**src/rtl/dmem_resp.sv**
```systemverilog
// dmem_resp -- multicycle data-memory responder.
//
// Accepts one word request at a time over a valid/ready handshake, waits
// LATENCY clock edges, then presents a response that is held until the
// initiator consumes it. Writes commit to the array when the response is
// produced. Reads return the stored word. The response to a write echoes the
// word that was written.
//
// Parameters
//   DEPTH    number of 32-bit words (power of two, >= 2)
//   LATENCY  edges from the accepting edge to resp_valid_o rising (1..15)
//
// Ports
//   clk_i         clock, rising edge
//   reset_i       synchronous active-high reset
//   req_valid_i   request present
//   req_ready_o   request can be accepted this cycle (state is IDLE)
//   we_i          1 = write, 0 = read (sampled at accept)
//   addr_i32      byte address (sampled at accept)
//   wdata_i32     write data (sampled at accept)
//   resp_valid_o  response available
//   resp_ready_i  response consumed
//   rdata_o32     read data, or the written word for writes
//   err_o         response error flag
//
// Optional feature macro: DMEM_MISALIGN_TRAP_EN
//   When defined, a request with addr_i32[1:0] != 0 completes with err_o=1 and
//   rdata_o32=0, and its write is suppressed. When it is undefined, the low
//   address bits are ignored and err_o stays 0.

module dmem_resp #(
  parameter int unsigned DEPTH   = 64,
  parameter int unsigned LATENCY = 2
) (
  input  logic        clk_i,
  input  logic        reset_i,
  input  logic        req_valid_i,
  output logic        req_ready_o,
  input  logic        we_i,
  input  logic [31:0] addr_i32,
  input  logic [31:0] wdata_i32,
  output logic        resp_valid_o,
  input  logic        resp_ready_i,
  output logic [31:0] rdata_o32,
  output logic        err_o
);

  localparam int unsigned ADDR_W = $clog2(DEPTH);
  localparam int unsigned CNT_W  = $clog2(LATENCY + 1);

  typedef enum logic [1:0] {
    IDLE = 2'd0,
    BUSY = 2'd1,
    RESP = 2'd2
  } state_t;

  state_t              state_q;
  logic [CNT_W-1:0]    cnt_q;
  logic                we_q;
  logic [ADDR_W-1:0]   idx_q;
  logic [31:0]         wdata_q;
  logic                mis_q;
  logic                resp_valid_q;
  logic [31:0]         rdata_q;
  logic                err_q;
  logic [31:0]         mem_q [DEPTH];

  logic                mis_d;
  logic                fill;
  logic                mem_we;
  logic                unused_addr_bits;

`ifdef DMEM_MISALIGN_TRAP_EN
  assign mis_d = (addr_i32[1:0] != 2'b00);
`else
  assign mis_d = 1'b0;
`endif

  // Upper bits alias modulo DEPTH*4. Bits [1:0] only matter when the trap
  // is enabled.
  assign unused_addr_bits = ^{addr_i32[31:ADDR_W+2], addr_i32[1:0]};

  // The first edge spent in RESP produces the response. This places the
  // rise of resp_valid_o exactly LATENCY edges after the accepting edge.
  assign fill   = (state_q == RESP) && !resp_valid_q;
  assign mem_we = fill && we_q && !mis_q && !reset_i;

  assign req_ready_o  = (state_q == IDLE);
  assign resp_valid_o = resp_valid_q;
  assign rdata_o32    = rdata_q;
  assign err_o        = err_q;

  // The array has no reset. A reset at the commit edge drops the write.
  always_ff @(posedge clk_i) begin
    if (mem_we) begin
      mem_q[idx_q] <= wdata_q;
    end
  end

  always_ff @(posedge clk_i) begin
    if (reset_i) begin
      state_q      <= IDLE;
      cnt_q        <= '0;
      resp_valid_q <= 1'b0;
      rdata_q      <= '0;
      err_q        <= 1'b0;
    end else begin
      case (state_q)
        IDLE: begin
          if (req_valid_i) begin
            we_q    <= we_i;
            idx_q   <= addr_i32[ADDR_W+1:2];
            wdata_q <= wdata_i32;
            mis_q   <= mis_d;
            cnt_q   <= CNT_W'(LATENCY - 1);
            state_q <= (LATENCY == 1) ? RESP : BUSY;
          end
        end
        BUSY: begin
          cnt_q <= cnt_q - CNT_W'(1);
          if (cnt_q == CNT_W'(1)) begin
            state_q <= RESP;
          end
        end
        RESP: begin
          if (!resp_valid_q) begin
            resp_valid_q <= 1'b1;
            err_q        <= mis_q;
            if (mis_q) begin
              rdata_q <= '0;
            end else if (we_q) begin
              rdata_q <= wdata_q;
            end else begin
              rdata_q <= mem_q[idx_q];
            end
          end else if (resp_ready_i) begin
            resp_valid_q <= 1'b0;
            err_q        <= 1'b0;
            state_q      <= IDLE;
          end
        end
        default: begin
          state_q <= IDLE;
        end
      endcase
    end
  end

endmodule
```
**config.mk**
```make
export PLATFORM = sky130hd
export DESIGN_NAME = dmem_resp
export DESIGN_NICKNAME = d
export VERILOG_FILES = /design/src/rtl/dmem_resp.sv
export SDC_FILE = /design/constraint.sdc
export NUM_CORES = 2
export LEC_CHECK = 0
export CORE_UTILIZATION = 35
export DETAILED_ROUTE_END_ITERATION = 7
export GPL_ROUTABILITY_DRIVEN = 0
export PLACE_DENSITY = 0.6
export SLEW_MARGIN = 20
export SYNTH_ARGS = -nofsm -noshare
export SYNTH_HDL_FRONTEND = slang
export SYNTH_SLANG_ARGS = --single-unit
```
**constraint.sdc**
```tcl
create_clock -name clk_i -period 6.4 [get_ports clk_i]
set_input_delay 1.28 -clock clk_i [delete_from_list [all_inputs] [get_ports clk_i]]
set_output_delay 1.28 -clock clk_i [all_outputs]
set_load 0.005 [all_outputs]
```
### Yosys cells after proc, flatten, opt, wreduce, memory -nomap -nowiden

Memory sizes are Yosys's and may differ from the RTL's. A register that Yosys moved wholly into a read port is not among the register bits.
Index checks and enable logic that the tools add are counted.

* bitwise operators: 2
* reductions and logical operators: 12
* equality and inequality tests: 8
* add/sub/neg operators: 1
* muxes and demuxes: 12

Operator list (number)
* inequality test 2 bit (second input constant): 5
* 2-to-1 mux 2 bit: 4
* 2-to-1 mux 1 bit: 6
* case mux 2 bit (3 select lines): 1
* AND reduction 2 bit: 3
* == test 2 x 1 -> 1 bit (second input constant): 2
* case mux 2 bit (2 select lines): 1
* AND reduction 4 bit: 1
* logical AND 1 bit: 3
* AND reduction 3 bit: 1
* == test 2 bit (second input constant): 1
* logical NOT 1 bit: 2
* logical NOT 2 bit: 1
* NOT 1 bit: 2
* nonzero test 2 bit: 1
* subtractor 2 x 1 -> 2 bit (second input constant): 1

* memory bits (writable): 2048
* memories kept: 1
* bits of input ports: 69
* register bits: 45

Memories
* mem_q: words 64, bits a word 32, read ports 1, clocked after Yosys merged registers in 1, wr ports 1, line 66 `logic [31:0] mem_q [DEPTH];`

### Longest topological paths before layout

* depth in word-level cells: 6
* mapped depth: 11

### Least setup slack after synthesis

Ideal clock, no wire load.

* path type: input to register
* from: input port reset_i
* to: register idx_q[0], enable pin
* path buffers: 2
* arrival time: 4.412 ns
* cell stages on the path: 3
* data required time: 5.916 ns
* setup time: 0.484 ns
* slack: 1.504 ns
* cell sequence: clkbuf_1 -> buf_1 -> nor3_1

* cells in the longest elaborated chain, start to end: 2

RTL lines
* start, declared: line 36 `input logic reset_i,`
* NOT 1 bit (no source line)
* AND reduction 3 bit (no source line)
* end signal, assigned: line 112 `idx_q <= addr_i32[ADDR_W+1:2];`
* end, declared: line 60 `logic [ADDR_W-1:0] idx_q;`

Every way passes these cells.
A chain may end at the register's enable or synchronous reset.

### Final worst setup path

* from: register idx_q[1]
* to: memory mem_q[0][10], enable pin

RTL lines (line)
* end, declared: 66

No word-level cell before the write port.

==> metrics.txt <==
status finished clean; async set-reset flop share out of synthesis 0; f_max ~0.22 GHz; core footprint around 230000 sq um; row count 176; antenna viol nets, final 0; latest clock arrival within the worst-skew pair ~860 ps; Residual DRC 0; Final Max Tran Viols 0; Routed WL roughly 240000 um; placed wire-length estimate 140000 um; fillers just over 20000; CTS resizes 0; reg2reg path depth 5; post-place setup slack 1920 ps; commonest non-fill, non-tap cell in the layout edfxtp_1; post-CTS setup buffers 0; Die Y roughly 480 um; IO Pins 104; clk root buf clkbuf_16; Setup violations, final 0; #FFs+latches synth approximately 2100; worst rel slew slack 0.152; Worst-path clk slew roughly 60 ps; Post-Syn Nets between 4000 and 5000; setup ws final around 1900 ps; pin count of the biggest net entering global routing 116; Netlist cell types 65; initial antenna violation count 7; Startpoint Class flop; warnings from Yosys 0; Req. time, crit path 6890 ps; IO buf count between 70 and 80; Total Routing Usage GR 0.206; area delta synth->final 15.2%; Worst VDD drop approximately 240 uV; Leak Pwr approximately 29 nW; hold crit path type reg -> reg; post-DR vias/cell about 6; Overall Power between 20 and 30 mW; share of cells above drive strength 1 0.189; clock power share 0.424; crit path max fanout 54; switch share 0.216; maximum buffer depth of the clock tree 3; Slew @ Worst Pin ~1300 ps; Reg area ~63000 sq um; Min-Delay Endpoint cnt_q[0]$_SDFFE_PP0P_; full die area approximately 230000 sq um; P_sw 6.23 mW; prevailing post-synth register cell edfxtp_1; fin area 93300 sq um; hold path cells 1; CP Capture Type flop; Power Density ~300 nW/um^2; area of the multi-input gates about 17000 sq um; # hold bufs at CTS 0; RSZ-0062 raised after global routing false; hold wc startpoint cnt_q[0]$_SDFFE_PP0P_; mapped cell area 80900 sq um; kind of critical path reg -> reg; post-placement cell count about 7300; Pint 22.6 mW; Die W slightly below 500 um; Worst EP arrival roughly 5000 ps; Worst R2R End mem_q[0][10]$_DFFE_PP_; Reg-to-Reg Start idx_q[1]$_DFFE_PP_; clock skew ~62 ps; post-layout min period about 4500 ps; CTS tree built; period utilization 0.704; CTS Sinks between 2000 and 2500; max_cap viols 0; commonest cells after routing, fill and taps aside edfxtp_1 (2087), a221oi_1 (321), clkbuf_16 (217); Pre-antenna DRT Iters 7; FF-to-FF setup slack approximately 1900 ps; register area share after synthesis 0.784; average size of a mapped cell 19.0 sq um; Sum Neg Setup Slack 0 ps; vias ~45000; H-tree Lvls 4; GRT overflow 0; first-pass GRT wire length between 300000 and 400000 um; Post-Synthesis Cells approximately 4300; final hold vios 0; Logic pwr share 0.045; vias in the first global route roughly 43000; TritonCTS Buffers roughly 210; Iteration-0 DRC Markers 6393; Layout Nets around 4500; average wire per standard cell roughly 32 um; initial core utilization 0.352; Flop pwr share 0.531; Layout Cells excl Fill approximately 7700; DP Area 86500 sq um; Post-synth EDFFs 2087
[cells in the mapped netlist, drive strengths merged, types with 3 or more instances]
| cell | n | share of area |
|---|---|---|
| edfxtp | 2087 | 0.77 |
| a221oi | 322 | 0.035 |
| nor2 | 234 | 0.011 |
| mux4 | 214 | 0.060 |
| buf | 188 | 0.013 |
| mux2i | 172 | 0.021 |
| o21ai | 132 | 0.0082 |
| a22oi | 131 | 0.012 |
| nand2 | 128 | 0.0059 |
| clkbuf | 110 | 0.0051 |
| a21oi | 103 | 0.0064 |
| o22ai | 86 | 0.0066 |
| mux2 | 61 | 0.0085 |
| dfxtp | 37 | 0.0092 |
| nor3 | 35 | 0.0022 |
| nand3 | 19 | 0.0012 |
| or3 | 17 | 0.0013 |
| o21a | 13 | 0.0012 |
| nand4 | 12 | 0.00093 |
| a22o | 11 | 0.0012 |
| a311oi | 11 | 0.0012 |
| o2111a | 10 | 0.0014 |
| o31a | 10 | 0.0011 |
| a31oi | 9 | 0.00070 |
| nor2b | 8 | 0.00062 |
| a211oi | 7 | 0.00065 |
| nand2b | 7 | 0.00054 |
| o2111ai | 7 | 0.00076 |
| a2111oi | 6 | 0.00065 |
| a221o | 6 | 0.00074 |
| and3 | 6 | 0.00046 |
| inv | 6 | 0.00028 |
| o22a | 6 | 0.00065 |
| nand3b | 5 | 0.00046 |
| o211ai | 5 | 0.00046 |
| o311ai | 5 | 0.00054 |
| a21o | 4 | 0.00037 |
| nor3b | 4 | 0.00056 |
| nor4 | 4 | 0.00031 |
| and2 | 3 | 0.00023 |
| o221ai | 3 | 0.00032 |
| o32ai | 3 | 0.00032 |
[worst max path at each step]
stage               cells past startpoint                      to  slack [ps]                from
floorplan                               3      idx_q[0]$_DFFE_PP_        1500             reset_i
global placement                        5  mem_q[0][11]$_DFFE_PP_        1990  idx_q[1]$_DFFE_PP_
detailed placement                      5  mem_q[0][11]$_DFFE_PP_        1920  idx_q[1]$_DFFE_PP_
CTS                                     5  mem_q[0][10]$_DFFE_PP_        1860  idx_q[1]$_DFFE_PP_
global route                            5  mem_q[0][10]$_DFFE_PP_        1780  idx_q[1]$_DFFE_PP_
finish                                  5  mem_q[0][10]$_DFFE_PP_        1890  idx_q[1]$_DFFE_PP_
[cells by family after synthesis]
logic type | after synthesis | synth area share
AOI/OAI and AO/OA | 897 | 0.0814
adders and majority gates | 1 | 0.000155
other | 1 | 0.0000463
and+or+nand+nor | 493 | 0.0268
DFF | 2124 | 0.784
muxes | 447 | 0.0894
buffers and inverters | 304 | 0.0186
[cell type report]
class                      count  share of cell area
inverter                       6            0.000335
multi-input combinational   1839               0.178
clock buffer                 279              0.0621
timing repair buffer         286              0.0281
clock inverter               111              0.0107
sequential                  2124               0.680
antenna                        4            0.000107
tap                         3026              0.0406
[sequential cells by signal, summed over array words and instances, names as in the netlist]
name,count
mem_q,2048
rdata_o32,32
wdata_q,32
idx_q,6
cnt_q,2
state_q,2
resp_valid_o,1
we_q,1
[per-stage QoR]
step,util,hold WS [ps]
3_3_place_gp,0.376,468
5_1_grt,0.406,496
3_5_place_dp,0.376,470
4_1_cts,0.406,488
6_report,0.406,485
2_1_floorplan,-,444
[power by group through the flow]
stage               registers (mW)  logic (mW)  clock network, mW
floorplan                     15.7       0.642                  0
global placement              15.6        1.27                  0
detailed placement            15.6        1.28                  0
CTS                           15.3        1.29               12.3
global route                  15.3        1.36               12.8
finish                        15.3        1.31               12.2
[critical path, cell delays in order (launching register included)]
cell and delay, ps:
edfxtp_1 620, buf_12 310, nor2_4 870, nand2_1 980
nor2_4 920, buf_4 390
[layer usage]
layer | share of wire | vias to the layer above | track usage
li1 | - | 18252 | -
met3 | 0.11 | 431 | 0.0509
met2 | 0.45 | 2663 | 0.317
met5 | 0.000045 | - | 0
met4 | 0.033 | 2 | 0.0671
met1 | 0.40 | 23643 | 0.287
Power figures use the tool's default switching activity.
